### config.mk
export PLATFORM = sky130hd
export DESIGN_NAME = key_op_sequencer_flat
export DESIGN_NICKNAME = d
export VERILOG_FILES = /design/src/rtl/key_op_if.sv /design/src/rtl/key_op_sequencer.sv /design/src/flat_wrapper.sv
export SDC_FILE = /design/constraint.sdc
export NUM_CORES = 1
export LEC_CHECK = 0
export BUFFER_PORTS_ARGS = -buffer_cell sky130_fd_sc_hd__buf_2
export CORE_MARGIN = 2
export CORE_UTILIZATION = 55
export DETAILED_ROUTE_END_ITERATION = 7
export GPL_ROUTABILITY_DRIVEN = 0
export PLACE_DENSITY = 0.75
export SETUP_SLACK_MARGIN = 0.4
export SYNTH_ARGS = -nofsm -noshare
export SYNTH_HDL_FRONTEND = slang
export SYNTH_SLANG_ARGS = --single-unit
### constraint.sdc
create_clock -name vga_clk -period 1.9 [get_ports vga_clk]
set_input_delay 0.19 -clock vga_clk [delete_from_list [all_inputs] [get_ports vga_clk]]
set_output_delay 0.19 -clock vga_clk [all_outputs]
set_load 0.05 [all_outputs]
### src/rtl/key_op_if.sv
// Key/frame bus between the debounced keypad side and the grid controller.
interface key_op_if;
  logic [3:0] key_level;
  logic       draw_finish;
  logic       freeze;
  logic [3:0] op_keys;
  logic       drop_tick;

  modport master (
    output key_level, draw_finish, freeze,
    input  op_keys, drop_tick
  );

  modport slave (
    input  key_level, draw_finish, freeze,
    output op_keys, drop_tick
  );
endinterface

### src/rtl/key_op_sequencer.sv
// Frame-paced key operation sequencer with auto-repeat and gravity drop tick.
// Optional macro INPUT_SYNC_EN adds a 2-flop synchronizer on key_level.
module key_op_sequencer #(
  parameter int DELAY_FRAMES   = 12,
  parameter int REPEAT_FRAMES  = 4,
  parameter int GRAVITY_FRAMES = 30,
  parameter int FAST_FRAMES    = 3
) (
  input  logic     vga_clk,
  input  logic     rst,
  key_op_if.slave  bus
);

  typedef enum logic [1:0] {S_IDLE, S_DELAY, S_REPEAT} state_t;

  localparam logic [7:0] DLY_LAST = 8'(DELAY_FRAMES - 1);
  localparam logic [7:0] RPT_LAST = 8'(REPEAT_FRAMES - 1);
  localparam logic [7:0] GRV_LAST = 8'(GRAVITY_FRAMES - 1);
  localparam logic [7:0] FST_LAST = 8'(FAST_FRAMES - 1);

  logic [3:0] key_s;

`ifdef INPUT_SYNC_EN
  logic [3:0] sync_p0, sync_p1;

  always_ff @(posedge vga_clk or posedge rst) begin
    if (rst) begin
      sync_p0 <= '0;
      sync_p1 <= '0;
    end else begin
      sync_p0 <= bus.key_level;
      sync_p1 <= sync_p0;
    end
  end

  assign key_s = sync_p1;
`else
  assign key_s = bus.key_level;
`endif

  logic       df_q;
  logic       tick;
  logic [3:0] key_q;
  logic [3:0] press_latch;
  logic [3:0] pressed;
  state_t     st     [4];
  state_t     st_nxt [4];
  logic [7:0] cnt     [4];
  logic [7:0] cnt_nxt [4];
  logic [3:0] req;
  logic [3:0] grant;
  logic [7:0] g, g_nxt, g_last;
  logic       drop_nxt;

  assign tick    = bus.draw_finish & ~df_q;
  assign pressed = key_s | press_latch;

  // Left+right together cancel each other; then up > left > right > down.
  function automatic logic [3:0] arbitrate(input logic [3:0] r);
    logic [3:0] m;
    m = r;
    if (m[2] & m[3]) m[3:2] = 2'b00;
    if (m[0])      return 4'b0001;
    else if (m[2]) return 4'b0100;
    else if (m[3]) return 4'b1000;
    else if (m[1]) return 4'b0010;
    else           return 4'b0000;
  endfunction

  always_comb begin
    for (int i = 0; i < 4; i++) begin
      st_nxt[i]  = st[i];
      cnt_nxt[i] = cnt[i];
      req[i]     = 1'b0;
      case (st[i])
        S_IDLE: begin
          if (pressed[i]) begin
            req[i]     = 1'b1;
            st_nxt[i]  = S_DELAY;
            cnt_nxt[i] = '0;
          end
        end
        S_DELAY: begin
          if (!key_s[i]) begin
            st_nxt[i]  = S_IDLE;
            cnt_nxt[i] = '0;
          end else if (i != 0) begin
            // Rotate (bit 0) parks here while held: it never auto-repeats.
            if (cnt[i] == DLY_LAST) begin
              req[i]     = 1'b1;
              st_nxt[i]  = S_REPEAT;
              cnt_nxt[i] = '0;
            end else begin
              cnt_nxt[i] = cnt[i] + 8'd1;
            end
          end
        end
        S_REPEAT: begin
          if (!key_s[i]) begin
            st_nxt[i]  = S_IDLE;
            cnt_nxt[i] = '0;
          end else if (cnt[i] == RPT_LAST) begin
            req[i]     = 1'b1;
            cnt_nxt[i] = '0;
          end else begin
            cnt_nxt[i] = cnt[i] + 8'd1;
          end
        end
        default: begin
          st_nxt[i]  = S_IDLE;
          cnt_nxt[i] = '0;
        end
      endcase
    end
  end

  assign grant = arbitrate(req);

  // >= lets a switch to the shorter fast limit fire at once.
  always_comb begin
    g_last   = key_s[1] ? FST_LAST : GRV_LAST;
    drop_nxt = 1'b0;
    g_nxt    = g + 8'd1;
    if (g >= g_last) begin
      drop_nxt = 1'b1;
      g_nxt    = '0;
    end
    if (grant[1]) begin
      drop_nxt = 1'b0;
      g_nxt    = '0;
    end
  end

  always_ff @(posedge vga_clk or posedge rst) begin
    if (rst) begin
      for (int i = 0; i < 4; i++) begin
        st[i]  <= S_IDLE;
        cnt[i] <= '0;
      end
    end else if (bus.freeze) begin
      for (int i = 0; i < 4; i++) begin
        st[i]  <= S_IDLE;
        cnt[i] <= '0;
      end
    end else if (tick) begin
      for (int i = 0; i < 4; i++) begin
        st[i]  <= st_nxt[i];
        cnt[i] <= cnt_nxt[i];
      end
    end
  end

  // Output stage: pulses are registered and live for exactly one cycle.
  always_ff @(posedge vga_clk or posedge rst) begin
    if (rst) begin
      df_q          <= 1'b1;
      key_q         <= '0;
      press_latch   <= '0;
      g             <= '0;
      bus.op_keys   <= '0;
      bus.drop_tick <= 1'b0;
    end else begin
      df_q          <= bus.draw_finish;
      key_q         <= key_s;
      bus.op_keys   <= '0;
      bus.drop_tick <= 1'b0;
      if (bus.freeze) begin
        press_latch <= '0;
        g           <= '0;
      end else if (tick) begin
        press_latch   <= '0;
        g             <= g_nxt;
        bus.op_keys   <= grant;
        bus.drop_tick <= drop_nxt;
      end else begin
        press_latch <= press_latch | (key_s & ~key_q);
      end
    end
  end

endmodule

### src/flat_wrapper.sv
// flat-port wrapper written by rule: the top's interface ports become plain ports
module key_op_sequencer_flat 
#(
  parameter int DELAY_FRAMES   = 12,
  parameter int REPEAT_FRAMES  = 4,
  parameter int GRAVITY_FRAMES = 30,
  parameter int FAST_FRAMES    = 3
)
  (vga_clk, rst, bus_key_level, bus_draw_finish, bus_freeze, bus_op_keys, bus_drop_tick);
  key_op_if bus_i ();
  input  logic vga_clk;
  input  logic rst;
  input wire logic [$bits(bus_i.key_level)-1:0] bus_key_level;
  input wire logic [$bits(bus_i.draw_finish)-1:0] bus_draw_finish;
  input wire logic [$bits(bus_i.freeze)-1:0] bus_freeze;
  output wire logic [$bits(bus_i.op_keys)-1:0] bus_op_keys;
  output wire logic [$bits(bus_i.drop_tick)-1:0] bus_drop_tick;
  assign bus_i.key_level = bus_key_level;
  assign bus_i.draw_finish = bus_draw_finish;
  assign bus_i.freeze = bus_freeze;
  assign bus_op_keys = bus_i.op_keys;
  assign bus_drop_tick = bus_i.drop_tick;
  key_op_sequencer #(.DELAY_FRAMES(DELAY_FRAMES), .REPEAT_FRAMES(REPEAT_FRAMES), .GRAVITY_FRAMES(GRAVITY_FRAMES), .FAST_FRAMES(FAST_FRAMES)) u_core (.vga_clk(vga_clk), .rst(rst), .bus(bus_i));
endmodule
==> results of run 1 <==
[kinds of logic after synthesis]
kind of cell | Yosys count
mux | 3
xor+xnor | 3
flops | 53
buf+inv | 32
compound gates | 87
fa+ha+maj | 22
simple gates | 128
[power breakdown]
| part | total (µW) | switching (µW) | internal, µW |
|---|---|---|---|
| logic | 1400 | 722 | 675 |
| registers | 1240 | 51.4 | 1190 |
| clock network | 735 | 455 | 280 |
[registers in the layout (all words and copies together) (netlist names)]
| signal | count |
|---|---|
| u_core.g | 8 |
| u_core.cnt | 24 |
| u_core.bus.op_keys | 4 |
| u_core.press_latch | 4 |
| u_core.st | 7 |
| u_core.key_q | 4 |
| u_core.df_q | 1 |
| u_core.bus.drop_tick | 1 |
[worst max-delay path, cell delays in order, from the launching register on]
cell and delay [ps]:
dfrtp_1 450, inv_2 80, ha_4 260, and3b_1 150
nand4_1 170, buf_4 210, o211ai_4 90, nand4_4 210
buf_6 180, a31oi_4 130, nor2_1 70
[per-layer routing]
metal	part of all wire, %	GRT usage (%)
met1	40	34.06
met2	53	48.62
met3	3.7	3.678
met4	2.9	12.28
met5	0	0
[worst paths after layout]
check                                               from                               to  slack, ps  cells past startpoint
worst max register to register  u_core.st[1]$_DFFE_PP0P_          u_core.g[2]$_DFFE_PP0P_       -200                     10
worst max-delay path            u_core.st[1]$_DFFE_PP0P_          u_core.g[2]$_DFFE_PP0P_       -200                     10
min in group asynchronous                            rst  u_core.press_latch[2]$_DFF_PP0_        450                      4
worst min-delay path                    bus_key_level[0]        u_core.key_q[0]$_DFF_PP0_         30                      1
worst min register to register   u_core.g[7]$_DFFE_PP0P_          u_core.g[7]$_DFFE_PP0P_        500                      1
max in group asynchronous                            rst            u_core.df_q$_DFF_PP1_       1150                      4
[synth_stat cells, drive strengths merged (3+ instances only)]
| master | n |
|---|---|
| o21ai | 39 |
| dfrtp | 52 |
| nand4 | 4 |
| clkbuf | 3 |
| buf | 3 |
| and2b | 3 |
| nor2 | 28 |
| nor4 | 4 |
| or2 | 3 |
| nor3 | 5 |
| and3 | 7 |
| a31oi | 6 |
| inv | 26 |
| nand2b | 7 |
| a21oi | 11 |
| nor2b | 6 |
| nand2 | 36 |
| nand3 | 13 |
| o31ai | 11 |
| ha | 22 |
| mux2i | 3 |
[through the flow]
step                utilization (%)  area, µm²  hold slack [ps]  power [µW]  TNS [ps]
floorplan                         -       3224            194.5        1848    -132.9
global placement              68.66       3711            257.5        2128    -751.6
detailed placement            68.66       3711            268.3        2156     -1121
CTS                           78.52       4244            4.460        3057    -654.8
global route                  84.17       4549            34.98        3489     -3562
finish                        84.17       4549            34.77        3370     -1770
[layout make-up]
type                            instances  area [µm²]  area share (%)
Multi-Input combinational cell        243        2161           47.50
Timing Repair Buffer                   93       774.5           17.02
Tap cell                               72       90.09           1.980
Clock inverter                          3       28.78          0.6326
Inverter                               26       97.59           2.145
Clock buffer                            5       68.82           1.513
Sequential cell                        53        1329           29.21
[what timing repair did]
item / in CTS / in global routing
endpoints found under the setup margin: 41 / 41
pin swaps: 29 / 21
hold buffers: 2 / 0
endpoints found under the hold margin: 53 / 0
gates resized for setup: 73 / 47
buffers inserted: 18 / 13
==> parameters.txt, run 1 <==
Parameter                              Value

STA
  Final worst path period need ... about 2100 ps
  Actual slew at the worst max-slew pin ... 500.7 ps
  Ratio of final minimum period to clock period ... 110.7%
  Final hold violation count ... 0
  RSZ-0062 raised after global routing ... true
  Setup ws final ... -202.4 ps
  Maximum clock frequency ... between 0.4 and 0.5 GHz
  Worst relative slew slack ... about 67%
  Count of pins over their slew limit ... 0
  Final setup violating endpoints ... 19
  Setup Skew ... between 10 and 15 ps

Global route
  Wire length of the first global-routing pass ... roughly 13000 µm
  Largest net degree at the start of global routing ... 54
  Global-route congestion overflow total ... 0
  Initial antenna violation count ... 0
  Via count of the first global-routing pass ... 2890
  Global-route total usage across every layer ... between 20% and 30%

CTS
  TritonCTS clock tree ... built
  H-Tree Depth ... 2
  Clock Latency Late Sink ... between 300 and 400 ps
  Number of sinks driven by the clock tree ... 53
  Maximum number of buffers from clock root to sink ... 2
  CTS buffer count ... 5
  CTS Root Buffer Type ... clkbuf_8
  Clock-pin slew reported for the worst setup and hold paths after clock tree synthesis ... 120 ps

Logic synthesis
  Primary flip-flop cell chosen by synthesis mapping ... dfrtp_1
  Part of the Yosys area used for sequential elements ... about 44%
  YS warnings ... 0
  Top area cells in the synthesized netlist ... dfrtp_1, ha_1, o21ai_0
  Combinational family with the most area after synthesis ... simple AND/OR/NAND/NOR gates
  Area fraction in compound gates after synthesis ... approximately 18%
  Parity-gate share of the synthesized area counting xor and xnor cells ... less than 1%
  Area share of the leading cell type in the synthesized netlist ... around 43%
  Distinct cells, synth ... between 50 and 60
  Adder-cell area share of the yosys netlist ... a little under a tenth
  Simple-gate area share of the yosys netlist ... ~23%
  Fraction of synthesis flops using an asynchronous set or reset pin ... between 90% and 100%
  Largest area contributor in the synthesized netlist ... dfrtp_1
  Flip-flop and latch count after synthesis ... between 50 and 60
  Number of cells produced by synthesis ... roughly 330
  Number of flops mapped to enable cells by yosys ... 0
  Mux cell area share after synthesis ... less than 1%
  Synthesized cell area ... 3039 µm²
  Mean cell area of the mapped netlist ... around 9.3 µm²
  Post-Syn Nets ... around 360

Die
  Number of top-level pins ... 13
  Die Width ... 78.34 µm
  Num rows ... 27
  Area inside the core boundary ... around 5400 µm²
  Die footprint ... 6136 µm²
  Initial cell density of the core ... between 50% and 60%
  Die height ... just under 80 µm

Worst setup path
  Kind of capture point of the worst setup path ... flop
  Data arrival at the endpoint of the critical path ... between 2000 and 2500 ps
  Crit-path max FO ... 7
  Type of element launching the critical path ... flop
  Type of the setup path with the least slack ... reg -> reg
  Critical path data required time ... 2130 ps

Outcome
  Status ... finished with violations
  Failing checks ... negative setup slack

Min path
  Class of the tightest hold or removal check ... in -> reg

Routing
  Routed wire per std cell ... ~19 µm
  Via/cell ratio ... approximately 6
  Iteration count of the initial detailed-routing pass ... 4
  Vias post-DR ... between 2000 and 3000
  First-iteration detailed-routing DRC count ... roughly 140
  Drt total wl ... just over 9000 µm
  Remaining design rule violation count ... 0
  Number of nets with antenna violations after detailed routing ... 0

Power and ir drop
  Leak Pwr ... 0.002053 µW
  Power per cell area ... 740.7 nW/µm²
  Worst vdd ir ... between 0.6 and 0.7 mV

Cells and area
  Filler Cell Count ... just under 300
  Area growth from synthesis to layout ... 49.69%
  Filler-free cell count of the finished design ... slightly below 500
  Net count of the finished layout ... roughly 450
  Share of final-layout standard cells stronger than drive strength 1 ... 48.94%
  Commonest non-fill, non-tap cells in the layout ... buf_4, dfrtp_1, nand2_1
  Number of diodes added for antenna fixing ... 0
  Commonest non-fill, non-tap cell in the layout ... buf_4

Job
  Number of max-cap violations ... 0

Place
  Number of placed instances with taps included ... 454
  Port Buffers ... 12
  Half-perimeter wire length of the detailed placement result ... 4820 µm
  Dpl ws ... -136.6 ps
(Power assumes the default switching activity.)
==> inputs of run 2 (changes only) <==
--- a/config.mk
+++ b/config.mk
@@ -5,12 +5,15 @@
 export SDC_FILE = /design/constraint.sdc
 export NUM_CORES = 1
 export LEC_CHECK = 0
+export ABC_AREA = 1
 export BUFFER_PORTS_ARGS = -buffer_cell sky130_fd_sc_hd__buf_2
+export CAP_MARGIN = 40
 export CORE_MARGIN = 2
-export CORE_UTILIZATION = 55
+export CORE_UTILIZATION = 58
+export CTS_BUF_LIST = sky130_fd_sc_hd__clkbuf_4 sky130_fd_sc_hd__clkbuf_8
 export DETAILED_ROUTE_END_ITERATION = 7
 export GPL_ROUTABILITY_DRIVEN = 0
-export PLACE_DENSITY = 0.75
+export PLACE_DENSITY = 0.79
 export SETUP_SLACK_MARGIN = 0.4
 export SYNTH_ARGS = -nofsm -noshare
 export SYNTH_HDL_FRONTEND = slang
==> run 2 against run 1 <==
Largest cell class unchanged. Clock skew increased by 1.6 ps. The flow now finishes without violations. Power decreased by 11%. Sequential power about the same. Cell count increased by 1.8%. Wire length decreased by 29%. Via count decreased by 11%. Cell area decreased by 15%.
==> parameters.txt, run 2 <==
Parameter                              Value

CTS
  CTS buffer count ... 5 (unchanged)
  Maximum number of buffers from clock root to sink ... 2 (unchanged)
  Number of sinks driven by the clock tree ... 53 (unchanged)
  CTS Root Buffer Type ... clkbuf_8
  Clock Latency Late Sink ... 310 ps (-20 ps)
  H-Tree Depth ... 2 (unchanged)
  Clock-pin slew reported for the worst setup and hold paths after clock tree synthesis ... 90 ps (-30 ps)
  TritonCTS clock tree ... built

Die
  Num rows ... 26 (-3.7%)
  Number of top-level pins ... 13 (unchanged)
  Initial cell density of the core ... 60.76% (+4.5 points)
  Die height ... 77.62 µm (-0.92%)
  Die Width ... 77.62 µm (-0.92%)
  Die footprint ... 6024 µm² (-1.8%)
  Area inside the core boundary ... 5172 µm² (-4.3%)

Routing
  Remaining design rule violation count ... 0 (unchanged)
  Vias post-DR ... 2639 (-11%)
  Iteration count of the initial detailed-routing pass ... 4 (unchanged)
  First-iteration detailed-routing DRC count ... 115 (-20%)
  Number of nets with antenna violations after detailed routing ... 0 (unchanged)
  Via/cell ratio ... 5.236 (-13%)
  Routed wire per std cell ... 13.02 µm (-31%)
  Drt total wl ... 6564 µm (-29%)

Logic synthesis
  Distinct cells, synth ... 41 (-28%)
  Mean cell area of the mapped netlist ... 8.121 µm² (-12%)
  Cell with the most instances after synthesis ... nand2_1
  Synthesized cell area ... 3143 µm² (+3.4%)
  Top area cells in the synthesized netlist ... dfrtp_1, ha_1, nand2_1
  YS warnings ... 0 (unchanged)
  Number of cells produced by synthesis ... 387 (+18%)
  Primary flip-flop cell chosen by synthesis mapping ... dfrtp_1
  Part of the Yosys area used for sequential elements ... 42.24% (-1.4 points)
  Flip-flop and latch count after synthesis ... 53 (unchanged)
  Fraction of synthesis flops using an asynchronous set or reset pin ... 100.0% (unchanged)
  Number of flops mapped to enable cells by yosys ... 0 (unchanged)
  Most frequent cells after synthesis ... nand2_1, nor2_1, inv_1
  Largest area contributor in the synthesized netlist ... dfrtp_1
  Post-Syn Nets ... 417 (+16%)
  Area share of the leading cell type in the synthesized netlist ... 41.40% (-1.4 points)

Power and ir drop
  Worst vdd ir ... 0.5293 mV (-12%)
  Leak Pwr ... 0.001803 µW (-12%)
  Power spent charging and discharging nets ... 989.0 µW (-20%)
  Power Internal ... 2007 µW (-6.3%)
  Sequential group share of total power ... 41.4% (+4.7 points)
  Total power after layout ... 2996 µW (-11%)
  Combinational Power Share ... 33.0% (-8.5 points)
  Net switching fraction of the power ... 33.01% (-3.5 points)
  Power per cell area ... 777.9 nW/µm² (+5.0%)
  Clock group share of total power ... 25.6% (+3.8 points)

Cells and area
  Area growth from synthesis to layout ... 22.53%
  Filler-free cell count of the finished design ... 504 (+1.8%)
  Design area ... 3851 µm² (-15%)
  Commonest non-fill, non-tap cell in the layout ... nand2_1
  Number of flip-flops in the largest register ... 24 (unchanged)
  Net count of the finished layout ... 463 (+2.4%)
  Share of final-layout standard cells stronger than drive strength 1 ... 29.03% (-20 points)
  Largest reg by FF count ... u_core.cnt
  Commonest non-fill, non-tap cells in the layout ... nand2_1, dfrtp_1, nor2_1
  Top flop regs ... u_core.cnt (24), u_core.g (8), u_core.st (7)
  Filler Cell Count ... 350 (+19%)
  Number of diodes added for antenna fixing ... 0 (unchanged)

Worst setup path
  Crit-path max FO ... 8 (+1)
  R2r worst-path depth ... 10 (unchanged)
  Setup crit start ... u_core.cnt[1]$_DFFE_PP0P_
  Kind of capture point of the worst setup path ... flop
  Type of the setup path with the least slack ... reg -> reg
  Type of element launching the critical path ... flop
  Standard cell with the maximum stage delay on the critical path ... dfrtp_1
  Buffer and inverter count on the worst path ... 0 (-3)
  Reg-to-reg critical path startpoint ... u_core.cnt[1]$_DFFE_PP0P_
  Cells along the critical path ... ha_4 -> nand3_2 -> o21ai_1 -> nand3_2 -> nand2_1 -> nand2_2 -> nand3_4 -> nand3_4 -> nand2_2 -> nand2_1
  CP max stage delay ... 400 ps (-50 ps)
  R2r endpoint ... u_core.g[1]$_DFFE_PP0P_
  Critical path data required time ... 2100 ps (-30 ps)
  Dominant delay contributor by cell family on the critical path ... simple AND/OR/NAND/NOR gates
  Data arrival at the endpoint of the critical path ... 1880 ps (-450 ps)
  Setup slack of the most critical reg-to-reg path ... 220 ps (+430 ps)

Place
  Half-perimeter wire length of the detailed placement result ... 4255 µm (-12%)
  Placed Instance Area ... 3288 µm² (-11%)
  Port Buffers ... 12 (unchanged)
  Dpl ws ... 105.7 ps (+242.3 ps)
  Number of placed instances with taps included ... 468 (+3.1%)

STA
  Final setup violating endpoints ... 0 (-19)
  Final worst path period need ... 1677 ps (-425.2 ps)
  Worst relative slew slack ... 66.73% (+0.11 points)
  Maximum clock frequency ... 0.5963 GHz (+25%)
  Setup ws final ... 222.9 ps (+425.2 ps)
  Actual slew at the worst max-slew pin ... 493.9 ps (-6.889 ps)
  Count of pins over their slew limit ... 0 (unchanged)
  Setup Skew ... 15.26 ps (+1.556 ps)
  Final hold violation count ... 0 (unchanged)
  RSZ-0062 raised after global routing ... true
  Sum of negative setup slack ... 0 ps (+1770 ps)
  Ratio of final minimum period to clock period ... 88.27% (-22 points)

Min path
  Start point of the worst hold path ... bus_key_level[3]
  Class of the tightest hold or removal check ... in -> reg
  Worst Hold Depth ... 1 (unchanged)
  Worst Hold Endpoint ... u_core.key_q[3]$_DFF_PP0_

Global route
  Initial antenna violation count ... 0 (unchanged)
  Via count of the first global-routing pass ... 2597 (-10%)
  Global-route total usage across every layer ... 22.52% (-5.2 points)
  Wire length of the first global-routing pass ... 11100 µm (-17%)
  Largest net degree at the start of global routing ... 34 (-37%)
  Global-route congestion overflow total ... 0 (unchanged)

Job
  Number of max-cap violations ... 0 (unchanged)

Outcome
  Status ... finished, final reports clean
## run 2: power by group through the flow
stage | clock network (µW) | logic [µW] | registers, µW
after CTS | 789 | 821 | 1230
after detailed placement | 0 | 661 | 1270
after global routing | 842 | 1100 | 1250
final | 767 | 989 | 1240
after floorplan | 0 | 521 | 1260
after global placement | 0 | 644 | 1260
## run 2: cell type report
type	instances	area [µm²]	area share [%]
Inverter	59	239.0	6.205
Timing Repair Buffer	41	302.8	7.862
Tap cell	70	87.58	2.274
Clock buffer	6	76.32	1.982
Clock inverter	2	35.03	0.9097
Sequential cell	53	1328	34.47
Multi-Input combinational cell	273	1783	46.30
## run 2: worst register-to-register path: stages, from the launching register on
cell     delay (ps)
dfrtp_1         400
ha_4            180
nand3_2         120
o21ai_1         220
nand3_2         120
nand2_1          90
nand2_2          60
nand3_4         100
nand3_4         140
nand2_2         100
nand2_1          60
## run 2: kinds of logic (layout without fill, tap and decap cells)
group	count (synthesis)	after routing	share of synthesized area [%]
compound gates	65	65	12.54
fa+ha+maj	22	22	8.758
buf+inv	61	108	8.161
xor+xnor	8	8	2.229
flops	53	53	42.24
simple gates	178	178	26.07
## run 2: routing by layer
metal  routed length [µm]  GRT usage, %
met1                 2841         27.73
met2                 3472         40.26
met3                  184         4.419
met4                   65         5.714
met5                    0             0
## run 2: through the flow
stage | util [%] | hold WS [ps]
floorplan | - | 194.5
global placement | 63.57 | 230.0
detailed placement | 63.57 | 236.0
CTS | 70.34 | 39.56
global route | 74.46 | 30.08
finish | 74.46 | 43.98
## run 2: worst max path at each step
stage | endpoint | slack [ps] | cells after the start
floorplan | u_core.g[3]$_DFFE_PP0P_ | 400 | 10
CTS | u_core.g[4]$_DFFE_PP0P_ | 270 | 10
global route | u_core.g[1]$_DFFE_PP0P_ | 120 | 10
detailed placement | u_core.g[3]$_DFFE_PP0P_ | 110 | 12
finish | u_core.g[1]$_DFFE_PP0P_ | 220 | 10
global placement | u_core.g[3]$_DFFE_PP0P_ | 220 | 12
## run 2: timing repair
item | 4_1_cts | 5_1_grt
pin swaps | 14 | 15
setup buffers | 17 | 9
hold buffers | 2 | 0
endpoints found under the hold margin | 21 | 0
gates resized for setup | 23 | 48
endpoints found under the setup margin | 25 | 36
